--- src/rtl/ysyx_22040365_wb_stage_pkg.sv ---
// rtl/ysyx_22040365_wb_stage_pkg.sv - shared widths, load size codes and FSM state type for the WB stage
package ysyx_22040365_wb_stage_pkg;

    localparam int REG_BUS = 64;
    localparam logic [REG_BUS-1:0] ZERO_WORD = '0;

    localparam logic [1:0] LD_B = 2'd0;
    localparam logic [1:0] LD_H = 2'd1;
    localparam logic [1:0] LD_W = 2'd2;
    localparam logic [1:0] LD_D = 2'd3;

    typedef enum logic {
        ST_IDLE = 1'b0,
        ST_WAIT = 1'b1
    } wb_state_e;

endpackage

--- src/rtl/ysyx_22040365_load_ext.sv ---
// rtl/ysyx_22040365_load_ext.sv - byte-lane extraction and sign/zero extension of load data
module ysyx_22040365_load_ext
    import ysyx_22040365_wb_stage_pkg::*;
#(
    parameter int XLEN = REG_BUS
) (
    input  logic [XLEN-1:0] i_rdata,
    input  logic [2:0]      i_off,
    input  logic [1:0]      i_size,
    input  logic            i_unsigned,
    output logic [XLEN-1:0] o_data
);

    // Bytes shifted past the top of the word fill with zero, so misaligned loads simply read short.
    logic [XLEN-1:0] w_shifted;
    assign w_shifted = i_rdata >> {i_off, 3'b000};

    // Select the access width and extend; dword loads have nothing to extend.
    always_comb begin
        o_data = w_shifted;
        case (i_size)
            LD_B: o_data = i_unsigned ? {{(XLEN-8){1'b0}}, w_shifted[7:0]}
                                      : {{(XLEN-8){w_shifted[7]}}, w_shifted[7:0]};
            LD_H: o_data = i_unsigned ? {{(XLEN-16){1'b0}}, w_shifted[15:0]}
                                      : {{(XLEN-16){w_shifted[15]}}, w_shifted[15:0]};
            LD_W: o_data = i_unsigned ? {{(XLEN-32){1'b0}}, w_shifted[31:0]}
                                      : {{(XLEN-32){w_shifted[31]}}, w_shifted[31:0]};
            default: o_data = w_shifted;
        endcase
    end

endmodule

--- src/rtl/ysyx_22040365_wb_stage.sv ---
// rtl/ysyx_22040365_wb_stage.sv - MEM/WB stage: load wait FSM, regfile write port and commit pulse
module ysyx_22040365_wb_stage
    import ysyx_22040365_wb_stage_pkg::*;
#(
    parameter int XLEN   = REG_BUS,
    parameter int ADDR_W = 5
) (
    input  logic              clk,
    input  logic              rst,
    input  logic              valid_45,
    input  logic              rd_en_45,
    input  logic [ADDR_W-1:0] rd_addr_45,
    input  logic [XLEN-1:0]   alu_res_45,
    input  logic              is_load_45,
    input  logic [1:0]        ld_size_45,
    input  logic              ld_unsigned_45,
    input  logic [XLEN-1:0]   pc_45,
    input  logic              mem_rvalid,
    input  logic [XLEN-1:0]   mem_rdata,
    output logic              stall_wb,
    output logic              w_ena,
    output logic [ADDR_W-1:0] w_addr,
    output logic [XLEN-1:0]   w_data,
    output logic              commit_valid,
    output logic [XLEN-1:0]   commit_pc
);

    wb_state_e         r_state;
    logic              r_pend_rd_en;
    logic [ADDR_W-1:0] r_pend_rd;
    logic [2:0]        r_pend_off;
    logic [1:0]        r_pend_size;
    logic              r_pend_uns;
    logic [XLEN-1:0]   r_pend_pc;

    logic              w_in_wait;
    logic [2:0]        w_ext_off;
    logic [1:0]        w_ext_size;
    logic              w_ext_uns;
    logic [XLEN-1:0]   w_ext_data;

    // The extender sees the latched load while waiting, otherwise the live EX/MEM load.
    assign w_in_wait  = (r_state == ST_WAIT);
    assign w_ext_off  = w_in_wait ? r_pend_off  : alu_res_45[2:0];
    assign w_ext_size = w_in_wait ? r_pend_size : ld_size_45;
    assign w_ext_uns  = w_in_wait ? r_pend_uns  : ld_unsigned_45;

    ysyx_22040365_load_ext #(
        .XLEN(XLEN)
    ) u_load_ext (
        .i_rdata    (mem_rdata),
        .i_off      (w_ext_off),
        .i_size     (w_ext_size),
        .i_unsigned (w_ext_uns),
        .o_data     (w_ext_data)
    );

    // Hold upstream while a load in flight has not yet seen its data.
    always_comb begin
        stall_wb = 1'b0;
        if (r_state == ST_IDLE)
            stall_wb = valid_45 && is_load_45 && !mem_rvalid;
        else
            stall_wb = !mem_rvalid;
    end

    // FSM, pending-load latch and registered write/commit outputs; one pulse per retired instruction.
    always_ff @(posedge clk) begin
        if (rst) begin
            r_state      <= ST_IDLE;
            r_pend_rd_en <= 1'b0;
            r_pend_rd    <= '0;
            r_pend_off   <= '0;
            r_pend_size  <= LD_B;
            r_pend_uns   <= 1'b0;
            r_pend_pc    <= ZERO_WORD;
            w_ena        <= 1'b0;
            w_addr       <= '0;
            w_data       <= ZERO_WORD;
            commit_valid <= 1'b0;
            commit_pc    <= ZERO_WORD;
        end else begin
            w_ena        <= 1'b0;
            commit_valid <= 1'b0;
            case (r_state)
                ST_IDLE: begin
                    if (valid_45 && (!is_load_45 || mem_rvalid)) begin
                        w_ena        <= rd_en_45 && (rd_addr_45 != '0);
                        w_addr       <= rd_addr_45;
                        w_data       <= is_load_45 ? w_ext_data : alu_res_45;
                        commit_valid <= 1'b1;
                        commit_pc    <= pc_45;
                    end else if (valid_45) begin
                        r_pend_rd_en <= rd_en_45;
                        r_pend_rd    <= rd_addr_45;
                        r_pend_off   <= alu_res_45[2:0];
                        r_pend_size  <= ld_size_45;
                        r_pend_uns   <= ld_unsigned_45;
                        r_pend_pc    <= pc_45;
                        r_state      <= ST_WAIT;
                    end
                end
                default: begin
                    if (mem_rvalid) begin
                        w_ena        <= r_pend_rd_en && (r_pend_rd != '0);
                        w_addr       <= r_pend_rd;
                        w_data       <= w_ext_data;
                        commit_valid <= 1'b1;
                        commit_pc    <= r_pend_pc;
                        r_state      <= ST_IDLE;
                    end
                end
            endcase
        end
    end

endmodule
--- config.mk ---
export PLATFORM = sky130hd
export DESIGN_NAME = ysyx_22040365_wb_stage
export DESIGN_NICKNAME = d
export VERILOG_FILES = /design/src/rtl/ysyx_22040365_wb_stage_pkg.sv /design/src/rtl/ysyx_22040365_load_ext.sv /design/src/rtl/ysyx_22040365_wb_stage.sv
export SDC_FILE = /design/constraint.sdc
export NUM_CORES = 1
export LEC_CHECK = 0
export ABC_AREA = 1
export CAP_MARGIN = 20
export CORE_ASPECT_RATIO = 0.5
export CORE_MARGIN = 2
export CORE_UTILIZATION = 54
export CTS_CLUSTER_DIAMETER = 40
export DETAILED_ROUTE_END_ITERATION = 12
export PLACE_DENSITY = 0.9
export SLEW_MARGIN = 20
export SYNTH_ARGS = -nofsm -noshare
export SYNTH_HDL_FRONTEND = slang
export SYNTH_HIERARCHICAL = 1
export SYNTH_SLANG_ARGS = --single-unit
export TNS_END_PERCENT = 1
--- constraint.sdc ---
create_clock -name clk -period 3.85 [get_ports clk]
set_input_delay 0.77 -clock clk [delete_from_list [all_inputs] [get_ports clk]]
set_output_delay 0.77 -clock clk [all_outputs]
set_load 0.05 [all_outputs]
After elaboration in Yosys (flattened, before gate mapping). Cells that the tools add are included.

Mux-type cells: 28. Shift operators: 1. Equality and inequality tests: 3. Reductions and logical operators: 14. Bitwise operators: 2.

Operators with widths (count): two-way mux 64 bit (10); case mux 64 bit (3 select lines) (1); right shift 64 x 6 -> 64 bit (1); two-way mux 5 bit (3); two-way mux 1 bit (12); nonzero test 5 bit (2); logical AND 1 bit (5); two-way mux 3 bit (1); AND reduction 3 bit (1); == test 2 x 1 -> 1 bit (second input constant) (1); == test 2 bit (second input constant) (1); logical NOT 1 bit (2); logical NOT 2 bit (1); two-way mux 2 bit (1); != test 2 bit (second input constant) (1); inverter 1 bit (2); AND reduction 2 bit (1); nonzero test 2 bit (1); logical OR 1 bit (1).

Output and inout port bits: 136. Register bits: 212. Logic and storage cells: 60. Bits of input ports: 206.

Depth between registers and ports, before layout. Gate-level depths: netlist of run 1.

Word-level depth: 7. Mapped depth: 21. Gate-level depth less buffers: 15.

Modules after synthesis. Netlist of run 1, hierarchy kept.

By module, submodules not included: ysyx_22040365_wb_stage (area an instance 10563.9 µm², times used 1, sequential area each 4244.1 µm², cells an instance 1755); ysyx_22040365_load_ext (area an instance 2378.5 µm², times used 1, sequential area each 0.0 µm², cells an instance 475).

Worst setup path before layout of run 1. OpenSTA, ideal clock, no wires.

Path kind: register to register. Start point: register r_state. End point: register w_data[22]. Setup slack: 1313 ps. Stages on the path, launching flop included: 15. Library setup time: 115 ps. Arrival: 2422 ps. Path buffers: 5. Period minus slack after synthesis: 2537 ps. Required time: 3735 ps. Path through: dfxtp_1 > buf_2 > clkbuf_1 > clkbuf_1 > o21ai_0 > inv_2 > buf_2 > clkbuf_1 > nor2_1 > o21ai_0 > nand2_2 > nand2_1 > nand2_1 > a21oi_1 > nor2_1.

Word-level cells in the longest chain between the ends: 7. Elaborated cells on any way between the ends: 18. Classes of those cells: eq/ne (3); shift (1); mux (11); reduce/logical (3).

RTL lines: start, declared (RTL line ysyx_22040365_wb_stage.sv:28) `wb_state_e r_state;`; start signal, assigned (RTL line ysyx_22040365_wb_stage.sv:70) `r_state <= ST_IDLE;`; start signal, assigned (RTL line ysyx_22040365_wb_stage.sv:100) `r_state <= ST_WAIT;`; start signal, assigned (RTL line ysyx_22040365_wb_stage.sv:110) `r_state <= ST_IDLE;`; two-way mux 3 bit * (RTL line ysyx_22040365_wb_stage.sv:44) `assign w_ext_off = w_in_wait ? r_pend_off : alu_res_45[2:0];`; via w_ext_off[1] (RTL line ysyx_22040365_wb_stage.sv:37) `logic [2:0] w_ext_off;`; right shift 64 x 6 -> 64 bit * (RTL line ysyx_22040365_load_ext.sv:16) `assign w_shifted = i_rdata >> {i_off, 3'b000};`; two-way mux 64 bit (on tied branches) (RTL line ysyx_22040365_load_ext.sv:26, ysyx_22040365_load_ext.sv:22, ysyx_22040365_load_ext.sv:24); case mux 64 bit (3 select lines) * (RTL line ysyx_22040365_load_ext.sv:21) `case (i_size)`; via w_ext_data[22] (RTL line ysyx_22040365_wb_stage.sv:40) `logic [XLEN-1:0] w_ext_data;`; two-way mux 64 bit (RTL line ysyx_22040365_wb_stage.sv:90) `w_data <= is_load_45 ? w_ext_data : alu_res_45;`; two-way mux 64 bit (RTL line ysyx_22040365_wb_stage.sv:87) `if (valid_45 && (!is_load_45 || mem_rvalid)) begin`; two-way mux 64 bit * (RTL line ysyx_22040365_wb_stage.sv:85) `case (r_state)`; end signal, assigned (RTL line ysyx_22040365_wb_stage.sv:90); end signal, assigned (RTL line ysyx_22040365_wb_stage.sv:107) `w_data <= w_ext_data;`; end, declared (RTL line ysyx_22040365_wb_stage.sv:23) `output logic [XLEN-1:0] w_data,`.

Mark *: on every way through the listed nets, which the timed path passes. The rest lies on a longest branch. The select of a mux whose other input is x is not followed. A chain may end at the register's enable or synchronous reset.

Worst setup path after layout of run 1.
Start point: input port alu_res_45[0]. End point: register w_data[63].

Word-level cells in the longest chain between the ends: 7. Elaborated cells on any way between the ends: 10. Classes of those cells: shift (1); mux (9).

RTL lines: start, declared (RTL line ysyx_22040365_wb_stage.sv:13) `input logic [XLEN-1:0] alu_res_45,`; two-way mux 3 bit * (RTL line ysyx_22040365_wb_stage.sv:44); via w_ext_off[0] (RTL line ysyx_22040365_wb_stage.sv:37); right shift 64 x 6 -> 64 bit * (RTL line ysyx_22040365_load_ext.sv:16); two-way mux 64 bit (on tied branches) (RTL line ysyx_22040365_load_ext.sv:26, ysyx_22040365_load_ext.sv:22, ysyx_22040365_load_ext.sv:24); case mux 64 bit (3 select lines) * (RTL line ysyx_22040365_load_ext.sv:21); via w_ext_data[63] (RTL line ysyx_22040365_wb_stage.sv:40); two-way mux 64 bit (RTL line ysyx_22040365_wb_stage.sv:90); two-way mux 64 bit (RTL line ysyx_22040365_wb_stage.sv:87); two-way mux 64 bit * (RTL line ysyx_22040365_wb_stage.sv:85).

Marks and branches as above.

==> metrics.txt, run 1 <==
initial antenna violation count=4; Antenna Nets Post-Route=0; leak pwr=about 8.1 nW; Synth cell types=31; core area=23200 um2; Yosys reg bits=about 210; area delta synth->final=33.0%; Boundary Pins=342; Final period util=76.3%; total clock sinks=around 210; DR pass1 iterations=6; Post-synth EDFFs=0; DIE AREA=25300 um2; post-synth top area share=32.8%; worst path bufs/invs=4; Synth async-reset ratio=0%; Worst-Skew Late Latency=0.54 ns; Most used DFF post-synth=dfxtp_1; Worst Max-Slew Pin Slew=0.818 ns; Max Freq=340 MHz; worst vdd ir=0.272 mV; max incr delay on CP=0.49 ns; clk slew on worst S/H paths=approximately 0.060 ns; drt total wl=approximately 42 mm; HPWL Detailed=28.7 mm; most instantiated cells after synthesis=nand2_1, nor2_1, inv_1; Final Non-Filler Cells=2786; largest net degree at the start of global routing=153; RePlAce Congestion=0.988; Crit path arrival time=approximately 3.4 ns; CTS tree=built; Synth area leader=dfxtp_1; Die Ht=around 110 um; sequential area share after synthesis=32.8%; DRC=0; initial drt markers=~1700; vias in the first global route=13200; GRT overflow=0; CTS max path bufs=3; worst min path class=reg2reg; CTS HTree Levels=1; via count=14800; PostCTS Resize Cnt=0; Nets=2664; Worst setup SP type=input pin; hold buffers post-CTS=0; Die W=223 um; ratio of cells with drive above 1 in the final layout=about 4.8%; Rows=39; syn_nets=between 2000 and 2500; top cells by area, synth=dfxtp_1, nand2_1, nor2_1, inv_1, nand3_1; GRT Overall Usage=32.0%; Wirelength per Cell=15.1 um; Slew Limit Fails=0; placed insts=2740; Vias/cell=5.30; Post-Synthesis Cells=2230; CP Cell Sequence=clkdlybuf4s50_1 > inv_1 > o21ai_4 > buf_4 > nand2_1 > nand3_2 > nand3_2 > nand2_2 > nand3_2 > buf_4 > nand4_1 > nand2_1 > nand2_1 > a21oi_1 > nor2_1; Post-Syn Area=12900 um2; Worst path top cell family by delay=buffers and inverters; final setup violation count=0; Clock Tree Root=clkbuf_16; Layout fillers=1888; CTS Buf Count=23; RSZ-0062 raised after global routing=no; Max Cap Viol=0; CP Max Fanout=22; final hold vios=0; most frequent cell after synthesis=nand2_1; Starting Density=55.8%; status=complete, no violations; Slew headroom=between 40% and 50%; Final min period=approximately 3 ns; synth warn=6; power per cell area=between 400 and 500 nW/um2; Setup Skew=0.0121 ns; Setup TNS=0 ns; CP required=around 4.3 ns; crit path kind=in2reg; CP max-delay cell=clkdlybuf4s50_1; syn avg cell area=about 5.8 um2; Worst Setup End Kind=flip-flop; number of buffers added for setup after CTS=0; first-pass GRT wire length=66.2 mm; PortBufs=341
-- metrics by stage --
step / hold slack [ns] / setup slack (ns) / instance area [um2] / utilization [%] / power [mW]
6_report: 0.482 / 0.911 / 17200 / 74.3 / 6.95
5_1_grt: 0.506 / 0.702 / 17200 / 74.3 / 7.26
4_1_cts: 0.486 / 0.986 / 17200 / 74.2 / 6.95
3_5_place_dp: 0.471 / 0.478 / 16400 / 70.7 / 4.56
3_3_place_gp: 0.460 / 0.530 / 16400 / 70.7 / 4.54
2_1_floorplan: 0.455 / 1.31 / 12900 / - / 3.84
-- worst register-to-register path, stage by stage, from the launching register on --
cell and delay, ns:
dfxtp_4 0.60, nand2_1 0.18, o21ai_4 0.21, buf_4 0.25, nand2_1 0.09, nand3_2 0.09, nand3_2 0.06, nand2_2 0.10
nand3_2 0.36, buf_4 0.33, nand4_1 0.09, nand2_1 0.06, nand2_1 0.07, a21oi_1 0.05, nor2_1 0.12
-- final cells by class --
type	count	area [um2]	share of cell area, %
Multi-Input combinational cell	1612	7000	40.7
Sequential cell	212	4250	24.7
Timing Repair Buffer	375	3860	22.4
Inverter	234	891	5.18
Clock buffer	30	642	3.73
Tap cell	307	384	2.23
Clock inverter	12	175	1.02
Antenna cell	4	10.0	0.0582
-- registers in the layout (all words and copies together) (netlist names) --
name / count
r_pend_uns: 1
w_data: 64
r_pend_size: 2
r_pend_rd: 5
r_state: 1
w_addr: 5
r_pend_off: 3
r_pend_pc: 64
w_ena: 1
commit_valid: 1
commit_pc: 64
r_pend_rd_en: 1
-- per-layer routing --
layer,wire length [um],global-route usage (%),vias up
li1,-,-,7411
met1,17700,41.8,6616
met2,19800,53.2,616
met3,2850,4.46,121
met4,1860,14.3,0
met5,0,0,-
-- cells in the final DEF (no fill, tap or decap), types with 16 or more instances in the layout --
master           netlist  layout
o21ai_0              118     115
nor2_1               314     314
nand2_2               15      16
a21oi_1              151     151
clkbuf_16              0      23
inv_1                231     230
clkdlybuf4s50_1        0     340
o211ai_1              27      27
dfxtp_1              212     211
nand3_1              165     165
buf_4                  6      19
nand2_1              747     745
nand4_1               33      33
-- cells by family after synthesis --
group | Yosys count | share of synthesized area (%)
compound gates | 317 | 12.9
flops | 212 | 32.8
buf+inv | 406 | 13.5
simple gates | 1295 | 40.8
-- path summary, 6_finish.rpt --
kind | start | end | slack, ns | cells after the start
max | alu_res_45[0] | w_data[63] | 0.91 | 15
max reg2reg | r_state | w_data[63] | 1.12 | 14
min reg2reg | r_pend_pc[21] | r_pend_pc[21] | 0.48 | 2
min | r_pend_pc[21] | r_pend_pc[21] | 0.48 | 2
-- power by group --
part	internal [mW]	switching, mW	leakage (nW)
Sequential	2.37	0.0933	1.75
Combinational	0.773	1.32	5.99
Clock	1.40	0.994	0.392
Total	4.54	2.41	8.13
Power figures use the tool's default switching activity.
==> run 2: changes to the inputs <==
CORE_UTILIZATION = 50   (was 54)
PLACE_DENSITY = 0.84   (was 0.9)
clock period = 2.9 ns   (was 3.85 ns; I/O delays follow)
==> run 2 against run 1 <==
Net effect: register-to-register slack got worse by 0.67 ns; clock power increased by 43%; combinational power increased by 39%; routed wire length increased by 2.1%; cell count increased by 3.8%; global-route usage decreased by 1.7 points; sequential power increased by 33%; power increased by 38%; die area increased by 7.8%; sequential share of layout area decreased by 1.1 points; cell area increased by 4.5%; largest cell class unchanged; largest power group is now clock; highest routed layer unchanged.
==> metrics.txt, run 2 (synthesis gave the netlist of run 1 again) <==
final hold slack=0.482 ns; CTS max path bufs=3; Final min period=2.54 ns; Internal=6.26 mW; Vias/cell=a little over 5; Util after Layout=71.1%; final setup violation count=0; Worst-Skew Late Latency=0.56 ns; GRT overflow=0; Worst Setup End Kind=primary output; CTS HTree Levels=1; CP Max Fanout=67; initial antenna violation count=8; worst min path class=reg2reg; crit path kind=reg2out; CP Cell Sequence=buf_6 > nor3_4 > inv_1 > nand2_1 > buf_12; combinational power share=30.3%; Rows=41; CTS Buf Count=25; Starting Density=roughly 51%; RSZ-0062 raised after global routing=no; clock network fraction of design power=35.7%; hold buffers post-CTS=0; DR top layer=met4; Boundary Pins=342; Max Cap Viol=0; Die Ht=118 um; CTS tree=built; DIE AREA=approximately 27000 um2; worst r2r dst=w_data[8]; Worst setup SP type=flip-flop; PortBufs=about 340; biggest regs=commit_pc x64, r_pend_pc x64, w_data x64; commonest non-fill, non-tap cell in the layout=nand2_1; total clock sinks=212; CP required=2.32 ns; clk slew on worst S/H paths=0.07 ns; initial drt markers=1307; Final period util=87.7%; DR pass1 iterations=8; commonest cells after routing, fill and taps aside=nand2_1, clkdlybuf4s50_1, nor2_1; sequential power share=34.0%; Max Freq=between 300 and 400 MHz; drt total wl=between 40 and 50 mm; Hold Startpoint=r_pend_pc[51]; Die W=232 um; Sw Pwr=3.33 mW; largest net degree at the start of global routing=153; Net Sw Frac=between 30% and 40%; Wirelength per Cell=between 10 and 15 um; Nets=~2700; Slew headroom=between 50 and 60%; core area=25300 um2; worst vdd ir=around 0.33 mV; via count=14800; status=complete, no violations; Worst Hold Path EP=r_pend_pc[51]; leak pwr=roughly 8.5 nW; vias in the first global route=13100; Clock Tree Root=clkbuf_16; DRC=0; max incr delay on CP=0.45 ns; WHS Path Cells=2; Antenna Nets Post-Route=0; power per cell area=533 nW/um2; Slew Limit Fails=0; Setup Skew=0.0203 ns; worst reg2reg path startpoint=r_state; GRT Overall Usage=30.2%; CP max-delay cell=dfxtp_4; wl on met1=18.9 mm; final hold vios=0; wire length on met2=20.2 mm; metal3 WL=2.43 mm; first-pass GRT wire length=between 60 and 70 mm; worst reg-to-reg setup slack=0.45 ns; RePlAce Congestion=0.989; Worst Max-Slew Pin Slew=0.642 ns; Crit path arrival time=approximately 2.0 ns; HPWL Detailed=30.9 mm; area delta synth->final=38.9%; path depth of the worst reg2reg path=10; ratio of cells with drive above 1 in the final layout=7.40%
[run 2: cell count changes in the layout (fill, tap and decap cells not counted), sizes merged]
cell	delta
buf	+63
inv	+4
clkinvlp	-1
diode	+3
clkinv	+1
[run 2: layout make-up]
cell class              count  area [um2]
multi-input cells        1612        7000
inverters                 234         891
clock buffers              30         674
repair buffers            438        4510
flip-flops and latches    212        4250
diodes                      7        17.5
well taps                 344         430
clock inverters            16         219
fillers                  2170        7310
[run 2: critical path, delay by kind of cell (launching register included)]
family	cells	cell delay (ns)
simple gates	2	0.23
flops	1	0.45
buf+inv	3	0.71
[run 2: routing by layer]
metal	global-route usage, %	vias to the layer above
met2	50.1	496
met5	0	-
met1	40.5	6696
li1	-	7547
met4	11.3	0
met3	3.46	86
[run 2: worst max-delay path by stage]
| stage | startpoint | end | slack (ns) | depth (start not counted) |
|---|---|---|---|---|
| floorplan | r_state | w_data[22] | 0.36 | 14 |
| global placement | alu_res_45[0] | w_data[10] | -0.005 | 16 |
| detailed placement | alu_res_45[0] | w_data[10] | -0.03 | 16 |
| CTS | r_state | stall_wb | 0.21 | 5 |
| global route | r_state | w_data[8] | 0.18 | 10 |
| finish | r_state | stall_wb | 0.36 | 5 |
[run 2: what timing repair did]
item / CTS / global route
setup endpoints to repair: 0 / 2
setup buffers: 0 / 0
resized for setup: 0 / 1
[run 2: per-stage QoR]
stage / std cells / cell area [um2] / power, mW / TNS, ns / setup slack [ns]
6_report: 2893 / 18000 / 9.59 / 0 / 0.357
5_1_grt: 2893 / 18000 / 10.0 / 0 / 0.175
4_1_cts: 2886 / 18000 / 9.61 / 0 / 0.210
3_5_place_dp: 2840 / 17100 / 6.19 / -0.0325 / -0.0325
3_3_place_gp: 2840 / 17100 / 6.16 / -0.00534 / -0.00534
2_1_floorplan: 2230 / 12900 / 5.10 / 0 / 0.363
[run 2: power by group through the flow]
stage / registers [mW] / logic (mW) / clock network (mW)
after floorplan: 3.91 / 1.19 / 0
after global placement: 3.31 / 2.85 / 0
after detailed placement: 3.32 / 2.87 / 0
after CTS: 3.26 / 2.89 / 3.46
after global routing: 3.28 / 3.13 / 3.60
final: 3.26 / 2.90 / 3.43
==> run 3: changes to the inputs <==
CORE_ASPECT_RATIO = unset   (was 0.5)
CORE_UTILIZATION = 37   (was 50)
PLACE_DENSITY = 0.66   (was 0.84)
RECOVER_POWER = 100   (was unset)
==> run 3 against run 2 <==
Net effect: register-to-register slack got worse by 0.12 ns; sequential power barely moved; global-route usage fell by 5.5 points; power rose by 15%; critical path depth rose by 9; fmax fell by 7.3%; cell area rose by 2.3%; first-iteration DRC count fell by 16%; flip-flop and latch count did not move; largest power group unchanged; highest routed layer is now met5.
==> metrics.txt, run 3 (synthesis gave the netlist of run 1 again) <==
hold buffers post-CTS=0; Slew Limit Fails=0; final setup violation count=0; worst min path class=reg2reg; Final Instance Area=around 18000 um2; area delta synth->final=42.1%; Worst-Skew Late Latency=0.53 ns; Setup TNS=0 ns; power per cell area=598 nW/um2; RSZ-0062 raised after global routing=no; Starting Density=a little under two fifths; Final min period=2.74 ns; CP startpoint=alu_res_45[0]; area of the multi-input gates=7000 um2; worst reg-to-reg setup slack=0.33 ns; total clock sinks=212; worst reg2reg path startpoint=r_state; Final period util=94.6%; Nets=2727; CTS max path bufs=3; first-pass GRT wire length=approximately 70 mm; clk slew on worst S/H paths=0.05 ns; crit path kind=in2reg; Crit path arrival time=3.20 ns; DRC=0; drt total wl=46.4 mm; path depth of the worst reg2reg path=7; core area=34500 um2; DIE AREA=36500 um2; Area after DPL=17000 um2; number of buffers added for setup after CTS=0; Max Freq=364 MHz; Setup Skew=0.0211 ns; initial antenna violation count=4; RePlAce Congestion=between 0.9 and 1; DP Worst Slack=-0.0819 ns; register area=roughly 4200 um2; DR top layer=met5; GRT overflow=0; CTS tree=built; Worst Max-Slew Pin Slew=1.08 ns; biggest regs=commit_pc x64, r_pend_pc x64, w_data x64; worst vdd ir=0.406 mV; PortBufs=341; Slew headroom=28.3%; commonest non-fill, non-tap cell in the layout=nand2_1; PnR worst setup slack=0.156 ns; Die W=191 um; via count=14800; Clock Tree Root=clkbuf_16; crit path capture=w_data[8]; CP Max Fanout=24; metal3 WL=3.10 mm; PostCTS Resize Cnt=0; status=complete, no violations; vias in the first global route=13600; CTS Buf Count=39; leak pwr=between 8 and 9 nW; CP required=3.35 ns; Die Ht=191 um; DR pass1 iterations=5; largest net degree at the start of global routing=~150; HPWL Detailed=32.9 mm; worst r2r dst=commit_pc[56]; Vias/cell=4.92; initial drt markers=1097; Rows=around 70; GRT Overall Usage=between 20% and 30%; Worst Setup End Kind=flip-flop; wl on met1=about 20 mm; Worst setup SP type=input pin; Max Cap Viol=0; commonest cells after routing, fill and taps aside=nand2_1, nor2_1, inv_1; Layout fillers=about 3400; final hold slack=around 0.48 ns; Antenna Nets Post-Route=0; CTS HTree Levels=2; final hold vios=0; Boundary Pins=342; ratio of cells with drive above 1 in the final layout=7.76%; Util after Layout=53.4%; wire length on met2=21.7 mm; Wirelength per Cell=approximately 15 um
-- run 3: cell types whose count changed in the layout (fill, tap and decap cells not counted), moves of 4 or more --
cell             change
buf_4                -9
clkinv_2             +4
clkdlybuf4s50_1    -136
buf_12              -12
bufinv_16            +4
dlygate4sd3_1      +136
clkbuf_16           +14
diode_2              -5
clkinv_4             +4
-- run 3: power breakdown --
part	total (mW)	internal, mW	switching (mW)
combinational	2.81	1.03	1.78
clock	4.91	3.26	1.65
sequential	3.28	3.15	0.129
total	11.0	7.44	3.55
-- run 3: routing by layer --
metal | global-route usage (%) | up-vias
met3 | 4.42 | 85
met2 | 41.6 | 477
met5 | 0 | -
met1 | 31.3 | 6717
met4 | 9.66 | 4
li1 | - | 7533
-- run 3: cell type report --
| type | count | area share [%] |
|---|---|---|
| clock inverters | 26 | 2.08 |
| diodes | 2 | 0.0272 |
| inverters | 234 | 4.84 |
| well taps | 455 | 3.10 |
| repair buffers | 422 | 23.1 |
| flip-flops and latches | 212 | 23.1 |
| multi-input cells | 1612 | 38.1 |
| clock buffers | 46 | 5.72 |
-- run 3: stage by stage --
| stage | power [mW] | instances |
|---|---|---|
| 4_1_cts | 11.2 | 3007 |
| 2_1_floorplan | 5.10 | 2230 |
| 3_3_place_gp | 6.19 | 2935 |
| 6_report | 11.0 | 3009 |
| 5_1_grt | 11.5 | 3009 |
| 3_5_place_dp | 6.21 | 2935 |
-- run 3: how the worst min path moves through the flow --
stage          slack (ns)     startpoint  depth (start not counted)             to
2_1_floorplan        0.45  r_pend_off[0]                          2  r_pend_off[0]
3_3_place_gp         0.46  r_pend_pc[24]                          2  r_pend_pc[24]
3_5_place_dp         0.47   r_pend_pc[9]                          2   r_pend_pc[9]
4_1_cts              0.48  r_pend_pc[61]                          2  r_pend_pc[61]
5_1_grt              0.50  r_pend_pc[28]                          2  r_pend_pc[28]
6_report             0.48  r_pend_off[2]                          2  r_pend_off[2]
-- run 3: worst max-delay path: stages --
cell and delay [ns]:
dlygate4sd3_1 0.58, inv_1 0.13, o21ai_4 0.07, buf_12 0.15
inv_8 0.14, buf_12 0.18, nand2_1 0.08, o21ai_0 0.52
nor2_1 0.15, o21ai_1 0.25, nand2_1 0.10, nand2_1 0.08
a21oi_1 0.04, nor2_1 0.12
